--- config.mk ---
export PLATFORM = sky130hd
export DESIGN_NAME = hazard_forward_ctrl_flat
export DESIGN_NICKNAME = d
export VERILOG_FILES = /design/src/rtl/hazard_forward_ctrl_pkg.sv /design/src/rtl/hazard_forward_ctrl_if.sv /design/src/rtl/hazard_forward_ctrl_fwd_compare.sv /design/src/rtl/hazard_forward_ctrl.sv /design/src/flat_wrapper.sv
export SDC_FILE = /design/constraint.sdc
export NUM_CORES = 1
export LEC_CHECK = 0
export CAP_MARGIN = 10
export CELL_PAD_IN_SITES_DETAIL_PLACEMENT = 0
export CELL_PAD_IN_SITES_GLOBAL_PLACEMENT = 2
export CORE_UTILIZATION = 39
export DETAILED_ROUTE_END_ITERATION = 8
export PLACE_DENSITY = 0.93
export SETUP_SLACK_MARGIN = 0.5
export SYNTH_ARGS = -nofsm -noshare
export SYNTH_HDL_FRONTEND = slang
export SYNTH_HIERARCHICAL = 1
export SYNTH_SLANG_ARGS = --single-unit
--- constraint.sdc ---
create_clock -name clk -period 5.03 [get_ports clk]
set_input_delay 0.503 -clock clk [delete_from_list [all_inputs] [get_ports clk]]
set_output_delay 0.503 -clock clk [all_outputs]
set_load 0.02 [all_outputs]
--- src/rtl/hazard_forward_ctrl_pkg.sv ---
// Shared definitions for the hazard/forwarding controller.
//   - Bypass select encodings driven on fwd_sel / used by fwd_compare.
//   - FSM state type (RUN, MC_BUSY).
//   - Helper deciding whether a pipeline slot really writes a register.
package hazard_forward_ctrl_pkg;

  localparam logic [1:0] FwdReg = 2'b00;
  localparam logic [1:0] FwdWb  = 2'b01;
  localparam logic [1:0] FwdMem = 2'b10;

  typedef enum logic [0:0] {
    StRun    = 1'b0,
    StMcBusy = 1'b1
  } state_e;

  // $0 is hardwired to zero, so a write to it never creates a dependency.
  function automatic logic slot_writes(input logic valid, input logic regwrite,
                                       input logic rd_nonzero);
    return valid & regwrite & rd_nonzero;
  endfunction

endpackage

--- src/rtl/hazard_forward_ctrl_if.sv ---
// ID-stage request and hazard/bypass response bundle.
//   master: drives the ID-stage instruction fields, observes the controls.
//   slave : the controller; consumes ID fields, drives fwd_sel, fwd_store,
//           stall, bubble and ex_busy.
interface hazard_forward_ctrl_if #(
  parameter int unsigned REG_AW  = 5,
  parameter int unsigned NUM_SRC = 2
);
  logic                        id_valid;
  logic                        id_flush;
  logic [NUM_SRC*REG_AW-1:0]   id_src;
  logic [NUM_SRC-1:0]          id_src_used;
  logic [REG_AW-1:0]           id_rd;
  logic                        id_regwrite;
  logic                        id_memtoreg;
  logic                        id_memwrite;
  logic                        id_multicycle;
  logic [2*NUM_SRC-1:0]        fwd_sel;
  logic                        fwd_store;
  logic                        stall;
  logic                        bubble;
  logic                        ex_busy;

  modport master (
    output id_valid, id_flush, id_src, id_src_used, id_rd,
           id_regwrite, id_memtoreg, id_memwrite, id_multicycle,
    input  fwd_sel, fwd_store, stall, bubble, ex_busy
  );

  modport slave (
    input  id_valid, id_flush, id_src, id_src_used, id_rd,
           id_regwrite, id_memtoreg, id_memwrite, id_multicycle,
    output fwd_sel, fwd_store, stall, bubble, ex_busy
  );
endinterface

--- src/rtl/hazard_forward_ctrl_fwd_compare.sv ---
// Per-source bypass select for one EX operand.
//   src_i    : source register tag of the EX operand
//   used_i   : operand is actually read (and EX slot valid)
//   mem_rd_i / mem_wr_i : MEM slot destination and "really writes"
//   wb_rd_i  / wb_wr_i  : WB slot destination and "really writes"
//   sel_o    : FwdMem, FwdWb or FwdReg; MEM is younger so it wins.
module hazard_forward_ctrl_fwd_compare
  import hazard_forward_ctrl_pkg::*;
#(
  parameter int unsigned REG_AW = 5
) (
  input  logic [REG_AW-1:0] src_i,
  input  logic              used_i,
  input  logic [REG_AW-1:0] mem_rd_i,
  input  logic              mem_wr_i,
  input  logic [REG_AW-1:0] wb_rd_i,
  input  logic              wb_wr_i,
  output logic [1:0]        sel_o
);

  always_comb begin
    sel_o = FwdReg;
    if (used_i) begin
      if (mem_wr_i && (src_i == mem_rd_i)) begin
        sel_o = FwdMem;
      end else if (wb_wr_i && (src_i == wb_rd_i)) begin
        sel_o = FwdWb;
      end
    end
  end

endmodule

--- src/rtl/hazard_forward_ctrl.sv ---
// Hazard and forwarding controller for a 5-stage MIPS pipeline.
// Tracks its own EX/MEM/WB tag slots fed from ID and produces:
//   fwd_sel   : per EX source bypass select (2 bits per source)
//   fwd_store : MEM store data taken from the WB load result
//   stall     : hold PC and IF/ID
//   bubble    : insert NOP into ID/EX
//   ex_busy   : a multi-cycle op is occupying EX
// Ports: clk, rst_n (async active-low), bus (slave modport of hazard_forward_ctrl_if).
module hazard_forward_ctrl
  import hazard_forward_ctrl_pkg::*;
#(
  parameter int unsigned REG_AW     = 5,
  parameter int unsigned NUM_SRC    = 2,
  parameter int unsigned MC_LATENCY = 4
) (
  input  logic                clk,
  input  logic                rst_n,
  hazard_forward_ctrl_if.slave bus
);

  localparam int unsigned SrcW     = NUM_SRC * REG_AW;
  localparam int unsigned StoreIdx = (NUM_SRC > 1) ? 1 : 0;
  localparam int unsigned CntW     = (MC_LATENCY > 1) ? $clog2(MC_LATENCY) : 1;
  localparam logic [CntW-1:0] CntLoad = CntW'(MC_LATENCY - 1);
  localparam logic            McStalls = (MC_LATENCY > 1);

  typedef struct packed {
    logic               valid;
    logic [REG_AW-1:0]  rd;
    logic               regwrite;
    logic               memtoreg;
    logic               memwrite;
    logic [SrcW-1:0]    src;
    logic [NUM_SRC-1:0] src_used;
    logic [REG_AW-1:0]  store;
  } ex_slot_t;

  typedef struct packed {
    logic              valid;
    logic [REG_AW-1:0] rd;
    logic              regwrite;
    logic              memtoreg;
    logic              memwrite;
    logic [REG_AW-1:0] store;
  } mem_slot_t;

  typedef struct packed {
    logic              valid;
    logic [REG_AW-1:0] rd;
    logic              regwrite;
    logic              memtoreg;
  } wb_slot_t;

  ex_slot_t  ex_q, ex_d, id_slot;
  mem_slot_t mem_q, mem_d;
  wb_slot_t  wb_q, wb_d;
  state_e    state_q, state_d;
  logic [CntW-1:0] cnt_q, cnt_d;

  logic mem_wr, wb_wr, luse_hit, luse;
  logic [2*NUM_SRC-1:0] fwd_sel;
  logic stall, bubble, ex_busy;

  // Squashed or empty ID entries enter EX as all-zero bubbles.
  always_comb begin
    id_slot = '0;
    if (bus.id_valid && !bus.id_flush) begin
      id_slot.valid    = 1'b1;
      id_slot.rd       = bus.id_rd;
      id_slot.regwrite = bus.id_regwrite;
      id_slot.memtoreg = bus.id_memtoreg;
      id_slot.memwrite = bus.id_memwrite;
      id_slot.src      = bus.id_src;
      id_slot.src_used = bus.id_src_used;
      id_slot.store    = bus.id_src[StoreIdx*REG_AW +: REG_AW];
    end
  end

  assign mem_wr = slot_writes(mem_q.valid, mem_q.regwrite, mem_q.rd != '0);
  assign wb_wr  = slot_writes(wb_q.valid, wb_q.regwrite, wb_q.rd != '0);

  for (genvar i = 0; i < NUM_SRC; i++) begin : g_fwd
    hazard_forward_ctrl_fwd_compare #(
      .REG_AW (REG_AW)
    ) u_cmp (
      .src_i    (ex_q.src[i*REG_AW +: REG_AW]),
      .used_i   (ex_q.valid & ex_q.src_used[i]),
      .mem_rd_i (mem_q.rd),
      .mem_wr_i (mem_wr),
      .wb_rd_i  (wb_q.rd),
      .wb_wr_i  (wb_wr),
      .sel_o    (fwd_sel[2*i +: 2])
    );
  end

  always_comb begin
    luse_hit = 1'b0;
    for (int i = 0; i < NUM_SRC; i++) begin
      if (bus.id_src_used[i] && (bus.id_src[i*REG_AW +: REG_AW] == ex_q.rd)) begin
        luse_hit = 1'b1;
      end
    end
  end

  assign luse = bus.id_valid & ~bus.id_flush & ex_q.valid & ex_q.memtoreg &
                (ex_q.rd != '0) & luse_hit;

  always_comb begin
    state_d = state_q;
    cnt_d   = cnt_q;
    ex_d    = ex_q;
    mem_d   = '{valid: ex_q.valid, rd: ex_q.rd, regwrite: ex_q.regwrite,
                memtoreg: ex_q.memtoreg, memwrite: ex_q.memwrite, store: ex_q.store};
    wb_d    = '{valid: mem_q.valid, rd: mem_q.rd, regwrite: mem_q.regwrite,
                memtoreg: mem_q.memtoreg};
    stall   = 1'b0;
    bubble  = 1'b0;
    ex_busy = 1'b0;
    unique case (state_q)
      StRun: begin
        stall  = luse;
        bubble = luse;
        if (luse) begin
          ex_d = '0;
        end else begin
          ex_d = id_slot;
          if (id_slot.valid && bus.id_multicycle && McStalls) begin
            state_d = StMcBusy;
            cnt_d   = CntLoad;
          end
        end
      end
      StMcBusy: begin
        stall   = 1'b1;
        ex_busy = 1'b1;
        mem_d   = '0;
        cnt_d   = cnt_q - 1'b1;
        if (cnt_q == CntW'(1)) begin
          state_d = StRun;
        end
      end
      default: state_d = StRun;
    endcase
  end

  always_ff @(posedge clk or negedge rst_n) begin
    if (!rst_n) begin
      state_q <= StRun;
      cnt_q   <= '0;
      ex_q    <= '0;
      mem_q   <= '0;
      wb_q    <= '0;
    end else begin
      state_q <= state_d;
      cnt_q   <= cnt_d;
      ex_q    <= ex_d;
      mem_q   <= mem_d;
      wb_q    <= wb_d;
    end
  end

  assign bus.fwd_sel   = fwd_sel;
  assign bus.fwd_store = mem_q.valid & mem_q.memwrite & wb_q.memtoreg & wb_wr &
                         (mem_q.store == wb_q.rd);
  assign bus.stall     = stall;
  assign bus.bubble    = bubble;
  assign bus.ex_busy   = ex_busy;

endmodule

--- src/flat_wrapper.sv ---
// flat-port wrapper written by rule: the top's interface ports become plain ports
module hazard_forward_ctrl_flat import hazard_forward_ctrl_pkg::*;
#(
  parameter int unsigned REG_AW     = 5,
  parameter int unsigned NUM_SRC    = 2,
  parameter int unsigned MC_LATENCY = 4
)
  (clk, rst_n, bus_id_valid, bus_id_flush, bus_id_src, bus_id_src_used, bus_id_rd, bus_id_regwrite, bus_id_memtoreg, bus_id_memwrite, bus_id_multicycle, bus_fwd_sel, bus_fwd_store, bus_stall, bus_bubble, bus_ex_busy);
  hazard_forward_ctrl_if #(.REG_AW(REG_AW), .NUM_SRC(NUM_SRC)) bus_i ();
  input  logic clk;
  input  logic rst_n;
  input wire logic [$bits(bus_i.id_valid)-1:0] bus_id_valid;
  input wire logic [$bits(bus_i.id_flush)-1:0] bus_id_flush;
  input wire logic [$bits(bus_i.id_src)-1:0] bus_id_src;
  input wire logic [$bits(bus_i.id_src_used)-1:0] bus_id_src_used;
  input wire logic [$bits(bus_i.id_rd)-1:0] bus_id_rd;
  input wire logic [$bits(bus_i.id_regwrite)-1:0] bus_id_regwrite;
  input wire logic [$bits(bus_i.id_memtoreg)-1:0] bus_id_memtoreg;
  input wire logic [$bits(bus_i.id_memwrite)-1:0] bus_id_memwrite;
  input wire logic [$bits(bus_i.id_multicycle)-1:0] bus_id_multicycle;
  output wire logic [$bits(bus_i.fwd_sel)-1:0] bus_fwd_sel;
  output wire logic [$bits(bus_i.fwd_store)-1:0] bus_fwd_store;
  output wire logic [$bits(bus_i.stall)-1:0] bus_stall;
  output wire logic [$bits(bus_i.bubble)-1:0] bus_bubble;
  output wire logic [$bits(bus_i.ex_busy)-1:0] bus_ex_busy;
  assign bus_i.id_valid = bus_id_valid;
  assign bus_i.id_flush = bus_id_flush;
  assign bus_i.id_src = bus_id_src;
  assign bus_i.id_src_used = bus_id_src_used;
  assign bus_i.id_rd = bus_id_rd;
  assign bus_i.id_regwrite = bus_id_regwrite;
  assign bus_i.id_memtoreg = bus_id_memtoreg;
  assign bus_i.id_memwrite = bus_id_memwrite;
  assign bus_i.id_multicycle = bus_id_multicycle;
  assign bus_fwd_sel = bus_i.fwd_sel;
  assign bus_fwd_store = bus_i.fwd_store;
  assign bus_stall = bus_i.stall;
  assign bus_bubble = bus_i.bubble;
  assign bus_ex_busy = bus_i.ex_busy;
  hazard_forward_ctrl #(.REG_AW(REG_AW), .NUM_SRC(NUM_SRC), .MC_LATENCY(MC_LATENCY)) u_core (.clk(clk), .rst_n(rst_n), .bus(bus_i));
endmodule
; Yosys cells after proc, flatten, opt, wreduce, memory -nomap -nowiden
; Cells that the tools add are included.
[totals]
register_bits = 51
input_bits = 25
output_inout_bits = 8
[op_classes]
add_sub_neg = 1
eq_ne = 10
n_mux = 21
bitwise = 17
reduce_logical = 13
[op_table]
columns = cell, count
row1 = two-way mux 26 bit, 2
row2 = equality test 5 bit, 7
row3 = bitwise AND 1 bit, 15
row4 = nonzero test 5 bit, 3
row5 = two-way mux 14 bit, 1
row6 = two-way mux 2 bit, 6
row7 = two-way mux 1 bit, 9
row8 = logical AND 1 bit, 8
row9 = one-hot mux 1 bit (2 select lines), 2
row10 = one-hot mux 2 bit (2 select lines), 1
row11 = equality test 2 x 1 -> 1 bit (second input constant), 1
row12 = inequality test 2 x 1 -> 1 bit (second input constant), 1
row13 = inequality test 2 bit (second input constant), 1
row14 = inverter 1 bit, 2
row15 = AND reduction 2 bit, 1
row16 = subtractor 2 x 1 -> 2 bit (second input constant), 1
row17 = logical NOT 1 bit, 1

; Longest topological paths before layout
; Gate-level depths: netlist of the first run.
[logic_depth]
depth_word = 8
depth_mapped = 5
depth_no_buf = 5

; Hierarchy
; The synthesis of the first run kept the hierarchy.
[modules_own_cells]
columns = module, instances, cells_each, area_per_inst_um2
row1 = hazard_forward_ctrl, 1, 186, 2187.1
row2 = hazard_forward_ctrl_fwd_compare, 2, 16, 126.4

; Least setup slack after synthesis of the first run
; OpenSTA, ideal clock, no wires.
[synth_path]
path_type = input to output
startpoint = input port bus_id_src[5]
endpoint = output port bus_bubble
t_arrival_ns = 1.705
required_ns = 4.527
slack_ns = 2.822
cell_stages = 5
n_path_buf = 1
path_cell_list = xnor2_1 -> nand4_1 -> o22a_1 -> clkbuf_1 -> nor3_1
[synth_via]
elab_chain_cells = 5
[synth_lines]
columns = item, line_no
row1 = from (decl), flat_wrapper.sv:14  ; input wire logic [$bits(bus_i.id_src)-1:0] bus_id_src;
row2 = equality test 5 bit, hazard_forward_ctrl.sv:99  ; if (bus.id_src_used[i] && (bus.id_src[i*REG_AW +: REG_AW] == ex_q.rd)) begin
row3 = logical AND 1 bit, hazard_forward_ctrl.sv:99
row4 = two-way mux 1 bit, hazard_forward_ctrl.sv:99
row5 = bitwise AND 1 bit, hazard_forward_ctrl.sv:106  ; (ex_q.rd != '0) & luse_hit;
row6 = two-way mux 1 bit, hazard_forward_ctrl.sv:119  ; unique case (state_q)
row7 = to (decl), flat_wrapper.sv:24  ; output wire logic [$bits(bus_i.bubble)-1:0] bus_bubble;
; Every way passes these cells.

; Worst setup path in the final report of the first run
[layout_path]
startpoint = input port bus_id_src[9]
endpoint = output port bus_bubble
; The elaborated chain is that of the path after synthesis.

==> results of run 1 <==
## power by group through the flow
stage / Combinational (uW) / Sequential, uW / Clock [uW]
finish: 572 / 685 / 272
global placement: 564 / 695 / 0
CTS: 573 / 688 / 279
floorplan: 475 / 643 / 0
detailed placement: 572 / 696 / 0
global route: 637 / 709 / 293
## critical path: cells and delay by family
kind / cells / cell delay, ps
AO/OA/AOI/OAI: 1 / 550
XOR/XNOR: 1 / 130
buffers and inverters: 2 / 1160
AND/OR/NAND/NOR: 2 / 410
## metrics by stage
step | cells | hold WS [ps]
2_1_floorplan | 218 | 207
3_3_place_gp | 313 | 333
3_5_place_dp | 313 | 346
4_1_cts | 321 | 366
5_1_grt | 321 | 381
6_report | 321 | 363
## cells by family (layout without fill, tap and decap cells)
family,Yosys count,count (layout),share of synthesized area
simple gates,70,70,0.186
compound gates,51,51,0.180
flops,46,46,0.472
xor+xnor,35,35,0.126
buf+inv,14,42,0.0272
fa+ha+maj,1,1,0.00513
mux,1,1,0.00410
## per-layer routing
metal,GRT usage,vias to the layer above,wire [um]
met4,0.0679,0,75
met3,0.0360,8,172
met5,0,-,0
met2,0.259,45,2300
met1,0.243,832,2540
li1,-,837,-
## layout by cell type (no fill, tap or decap), types with 2 or more instances in the layout
master           instances
a21o_1                  20
a21oi_1                  2
a22o_1                  20
and2_1                   6
clkbuf_8                 5
clkdlybuf4s50_1         31
dfrtp_1                 45
nand2_1                  2
nand2b_1                 2
nand3_1                  3
nand4_1                  6
nor2_1                   2
nor2b_1                 15
nor3_1                   6
nor3_2                   2
nor3b_1                 20
o311a_1                  2
or3_1                    2
xnor2_1                 26
xor2_1                   9
## path summary, 6_finish.rpt
path	slack, ps	end	from	cells past startpoint
setup / recovery	1760	bus_bubble	bus_id_src[9]	6
hold / removal	360	u_core/wb_q[0]$_DFF_PN0_	u_core/mem_q[6]$_DFF_PN0_	0
setup reg to reg	2890	u_core/state_q$_DFF_PN0_	u_core/ex_q[23]$_DFFE_PN0N_	4
hold reg to reg	360	u_core/wb_q[0]$_DFF_PN0_	u_core/mem_q[6]$_DFF_PN0_	0
max in group asynchronous	3940	u_core/state_q$_DFF_PN0_	rst_n	1
min in group asynchronous	380	u_core/mem_q[5]$_DFF_PN0_	rst_n	1
## registers in the layout, summed over array words and instances, names as in the netlist
| signal | count |
|---|---|
| u_core/cnt_q | 2 |
| u_core/ex_q | 21 |
| u_core/mem_q | 14 |
| u_core/state_q | 1 |
| u_core/wb_q | 8 |
## cell type report
type / count / area [sq um]
inverter: 1 / 3.75
timing repair buffer: 33 / 323
fill: 568 / 3090
sequential: 46 / 1150
clock buffer: 6 / 72.6
multi-input combinational: 158 / 1220
tap: 75 / 93.8
clock inverter: 2 / 37.5
==> summary.md, run 1 <==
| Metric | Value |
|---|---|
| Mapped Cells | `218` |
| Vias in the first global route | `1635` |
| Hold Fails Final Rpt | `0` |
| CTS Buffer Depth | `2` |
| Peak VDD IR | `0.262 mV` |
| Hold Crit Class | `register to register` |
| Slew Limit Fails | `0` |
| CP endpoint kind | `output pin` |
| H-Tree Level Count | `2` |
| Clock sink total | `46` |
| Clock Skew | `2.91 ps` |
| Internal Power | `975 uW` |
| Hold buffers post-CTS | `0` |
| Die Wd | `81.1 um` |
| First-pass GRT wire length | `8.40 mm` |
| Total Routing Usage GR | `0.173` |
| Worst-Margin Slew | `1040 ps` |
| Yosys reg bits | `46` |
| Power per Cell Area | `526 mW/mm^2` |
| Count leader, synth | `dfrtp_1` |
| Area grow syn2layout | `19.1%` |
| Cell breakdown of the critical path | `clkdlybuf4s50_1 > xnor2_1 > nand4_1 > o22a_1 > nor3_1 > clkdlybuf4s50_1` |
| Worst-path maximum fanout | `22` |
| Setup violations, final | `0` |
| Fin nets | `271` |
| Final Util | `0.485` |
| Die area | `0.00658 sq mm` |
| Post-CTS sizing | `0` |
| Inserted Clock Buffers | `5` |
| Crit Path Class | `primary input to output pin` |
| Max_cap viols | `0` |
| Sw Ratio | `0.362` |
| Crit-path max cell delay | `640 ps` |
| Placed cell areas | `0.00280 sq mm` |
| Clock latency on the worst-skew pair | `300 ps` |
| Flop pwr share | `0.448` |
| Pleak | `0.00133 uW` |
| Via Count | `1722` |
| RePlAce Congestion | `0.768` |
| Part of the power in combinational logic | `0.374` |
| Syn_area_per_cell | `11.2 sq um` |
| Final worst slack | `1760 ps` |
| ANT cells | `0` |
| Syn Nets | `244` |
| GR Overflow Total | `0` |
| Iter 0 DRT Violations | `67` |
| Primary FF master, synth | `dfrtp_1` |
| Share of cells above drive strength 1 | `0.0691` |
| Fmax | `0.306 GHz` |
| DP Worst Slack | `1770 ps` |
| Status | `complete, no violations` |
| WP data required | `4530 ps` |
| HPWL after DPL | `3.45 mm` |
| Library cells used by synthesis | `37` |
| Row count | `28` |
| Sequential share of the synthesized area | `0.472` |
| Clk pwr share | `0.178` |
| Area leader, netlist | `dfrtp_1` |
| DR WL/cell | `15.8 um` |
| Net Sw Power | `554 uW` |
| Post-Syn Area | `0.00244 sq mm` |
| Final worst path period need | `3270 ps` |
| Asr flop ratio synth | `1.00` |
| CP Launch Type | `primary input` |
| YS warnings | `6` |
| Post-detailed-route count of antenna-violating nets | `0` |
| Drt first pass iters | `4` |
| Most frequent cells after synthesis | `dfrtp_1, xnor2_1, a21o_1, a22o_1, nor3b_1` |
| Via/cell ratio | `5.36` |
| Top cell type's share of synthesized area | `0.472` |
| Clock Tree Root | `clkbuf_8` |
| Final Cycle Share | `0.651` |
| Clock Pin Slew Worst Setup and Hold Paths | `80 ps` |
| CP max stage cell | `clkdlybuf4s50_1` |
| Finished Cell Area | `0.00291 sq mm` |
| Largest net degree at the start of global routing | `64` |
| WP data arrival | `2770 ps` |
| CTS tree | `built` |
| DRC Markers | `0` |
| Core region area | `0.00599 sq mm` |
| Top post-synthesis cells by area | `dfrtp_1, xnor2_1, a22o_1` |
| Initial Utilization | `0.407` |
| Post-CTS Setup Repair Bufs | `0` |
| Critical Path Most Common Cell | `clkdlybuf4s50_1` |
| Post-synth EDFFs | `0` |
| Io pins | `33` |
| Setup TNS | `0 ps` |
| Buffers on Ports | `32` |
| Relative max-transition margin | `0.309` |
| Unrepaired setup endpoints after global routing | `false` |
| Die H | `81.1 um` |
| Antenna violations before repair | `0` |
| Routed WL | `5.08 mm` |
| Design Power | `1530 uW` |
Power figures use the tool's default switching activity.
==> run 2: changes to the inputs <==
CORE_UTILIZATION = 32   (was 39)
PLACE_DENSITY = 0.83   (was 0.93)
clock period = 2.7 ns   (was 5.03 ns; I/O delays follow)
==> run 2 against run 1 <==
Effect of this change: die area increased by 21%; clock skew increased by 2.8 ps; critical path type is now register to output pin; hold slack got worse by 9.1 ps; critical path depth decreased by 1; cell area increased by 3.4%; combinational power increased by 100%; utilization decreased by 7.5 points.
==> summary.md, run 2 (synthesis results as in run 1) <==
| Metric | Value |
|---|---|
| Status | `complete, no violations` |
| CP Launch Type | `register` |
| Pleak | `0.00139 uW` |
| Io pins | `33` |
| Slew Limit Fails | `0` |
| Routed WL | `5.55 mm` |
| Max_cap viols | `0` |
| Total Routing Usage GR | `0.153` |
| Die Wd | `89.3 um` |
| Clock Pin Slew Worst Setup and Hold Paths | `90 ps` |
| Clock Tree Root | `clkbuf_8` |
| Largest net degree at the start of global routing | `65` |
| Crit path buf inv count | `1` |
| Setup violations, final | `0` |
| Hold Fails Final Rpt | `0` |
| Crit Path Class | `register to output pin` |
| Final worst path period need | `2140 ps` |
| Final hold slack | `354 ps` |
| Hold Crit Class | `register to register` |
| CTS tree | `built` |
| Buffers on Ports | `32` |
| Antenna violations before repair | `0` |
| Iter 0 DRT Violations | `63` |
| Power per Cell Area | `949 mW/mm^2` |
| WP data arrival | `1870 ps` |
| DR WL/cell | `15.5 um` |
| Final Cycle Share | `0.793` |
| Cell breakdown of the critical path | `xnor2_1 > nand4_1 > o22a_1 > nor3_1 > clkdlybuf4s15_2` |
| CP endpoint kind | `output pin` |
| Die area | `0.00798 sq mm` |
| Met2 Usage GRT | `0.247` |
| Area grow syn2layout | `23.1%` |
| Row count | `31` |
| GR Overflow Total | `0` |
| Worst-Margin Slew | `642 ps` |
| Drt first pass iters | `4` |
| GRT met1 Usage | `0.209` |
| Clock sink total | `46` |
| Met3 GRT Util | `0.0323` |
| Initial Utilization | `0.333` |
| CP top delay family | `flip-flops` |
| Peak VDD IR | `0.305 mV` |
| Inserted Clock Buffers | `5` |
| Worst-path maximum fanout | `5` |
| CTS Buffer Depth | `2` |
| Via Count | `1748` |
| Clock Skew | `5.72 ps` |
| ANT cells | `0` |
| First-pass GRT wire length | `8.97 mm` |
| DRC Markers | `0` |
| Top reg by flops | `u_core/ex_q` |
| Share of cells above drive strength 1 | `0.158` |
| GRT busiest layer | `met2` |
| RePlAce Congestion | `0.739` |
| H-Tree Level Count | `2` |
| Fmax | `0.467 GHz` |
| CP max stage cell | `dfrtp_2` |
| Post-detailed-route count of antenna-violating nets | `0` |
| Clock latency on the worst-skew pair | `290 ps` |
| Fin nets | `284` |
| HPWL after DPL | `3.84 mm` |
| Number of flip-flops in the largest register | `21` |
| Relative max-transition margin | `0.572` |
| Core region area | `0.00733 sq mm` |
| Most frequent cells in the layout | `dfrtp_1, xnor2_1, clkdlybuf4s50_1` |
| Setup TNS | `0 ps` |
| Crit-path max cell delay | `480 ps` |
| Vias in the first global route | `1720` |
| Via/cell ratio | `4.88` |
| Largest regs | `u_core/ex_q (21), u_core/mem_q (14), u_core/wb_q (8)` |
| Die H | `89.3 um` |
| WP data required | `2430 ps` |
| Most common cell after layout, fill and taps aside | `dfrtp_1` |
| Unrepaired setup endpoints after global routing | `true` |
==> run 2: cell types whose count changed in the layout (fill, tap and decap cells not counted) <==
| cell | change |
|---|---|
| dlygate4sd2_1 | +1 |
| buf_4 | +13 |
| clkbuf_2 | +1 |
| bufinv_16 | -1 |
| buf_2 | +3 |
| clkbuf_1 | -1 |
| dlygate4sd3_1 | +1 |
| dfrtp_1 | -5 |
| dfrtp_2 | +5 |
| clkdlybuf4s50_1 | -7 |
| clkbuf_8 | +1 |
| clkinv_2 | +1 |
| clkdlybuf4s15_2 | +1 |
==> run 2: stage by stage <==
step / area [sq um] / power [uW] / setup slack (ps) / instances / utilization
2_1_floorplan: 2440 / 2080 / 734 / 218 / -
3_3_place_gp: 2860 / 2370 / 228 / 341 / 0.389
3_5_place_dp: 2860 / 2390 / 218 / 341 / 0.389
4_1_cts: 2990 / 2860 / 501 / 354 / 0.408
5_1_grt: 3000 / 3060 / 450 / 358 / 0.410
6_report: 3000 / 2850 / 558 / 358 / 0.410
==> run 2: worst paths after layout <==
| kind | slack (ps) | depth (start not counted) | end | start |
|---|---|---|---|---|
| worst min-delay path | 350 | 0 | u_core/wb_q[0]$_DFF_PN0_ | u_core/mem_q[6]$_DFF_PN0_ |
| worst max register to register | 720 | 5 | u_core/state_q$_DFF_PN0_ | u_core/ex_q[20]$_DFFE_PN0N_ |
| min in group asynchronous | 440 | 2 | u_core/mem_q[4]$_DFF_PN0_ | rst_n |
| worst max-delay path | 560 | 5 | bus_bubble | u_core/ex_q[24]$_DFFE_PN0N_ |
| max in group asynchronous | 1510 | 3 | u_core/ex_q[24]$_DFFE_PN0N_ | rst_n |
| worst min register to register | 350 | 0 | u_core/wb_q[0]$_DFF_PN0_ | u_core/mem_q[6]$_DFF_PN0_ |
==> run 2: layout make-up <==
type | instances | area [sq um]
clock buffer | 6 | 82.6
fill | 718 | 4330
timing repair buffer | 46 | 400
tap | 99 | 124
inverter | 1 | 3.75
clock inverter | 2 | 12.5
multi-input combinational | 158 | 1220
sequential | 46 | 1160
==> run 2: power breakdown <==
group / internal, uW / switching (uW) / total [uW]
logic: 633 / 524 / 1160
clock network: 206 / 229 / 435
registers: 961 / 299 / 1260
==> run 2: worst reg2reg max path, cell delays in order, from the launching register on <==
cell	delay [ps]
dfrtp_2	460
or4_4	550
o2111ai_4	220
buf_4	330
nor2_2	80
a221oi_2	240
==> run 2: what timing repair did <==
item | in CTS | in global routing
endpoints found under the hold margin | 16 | 0
setup endpoints to repair | 7 | 7
gates resized for setup | 27 | 5
hold buffers | 1 | 0
buffers inserted | 4 | 4
pin swaps | 2 | 1
==> run 2: metal layers <==
| layer | up-vias | wire length [um] |
|---|---|---|
| li1 | 865 | - |
| met1 | 844 | 2680 |
| met2 | 33 | 2630 |
| met3 | 6 | 170 |
| met4 | 0 | 65 |
| met5 | - | 0 |
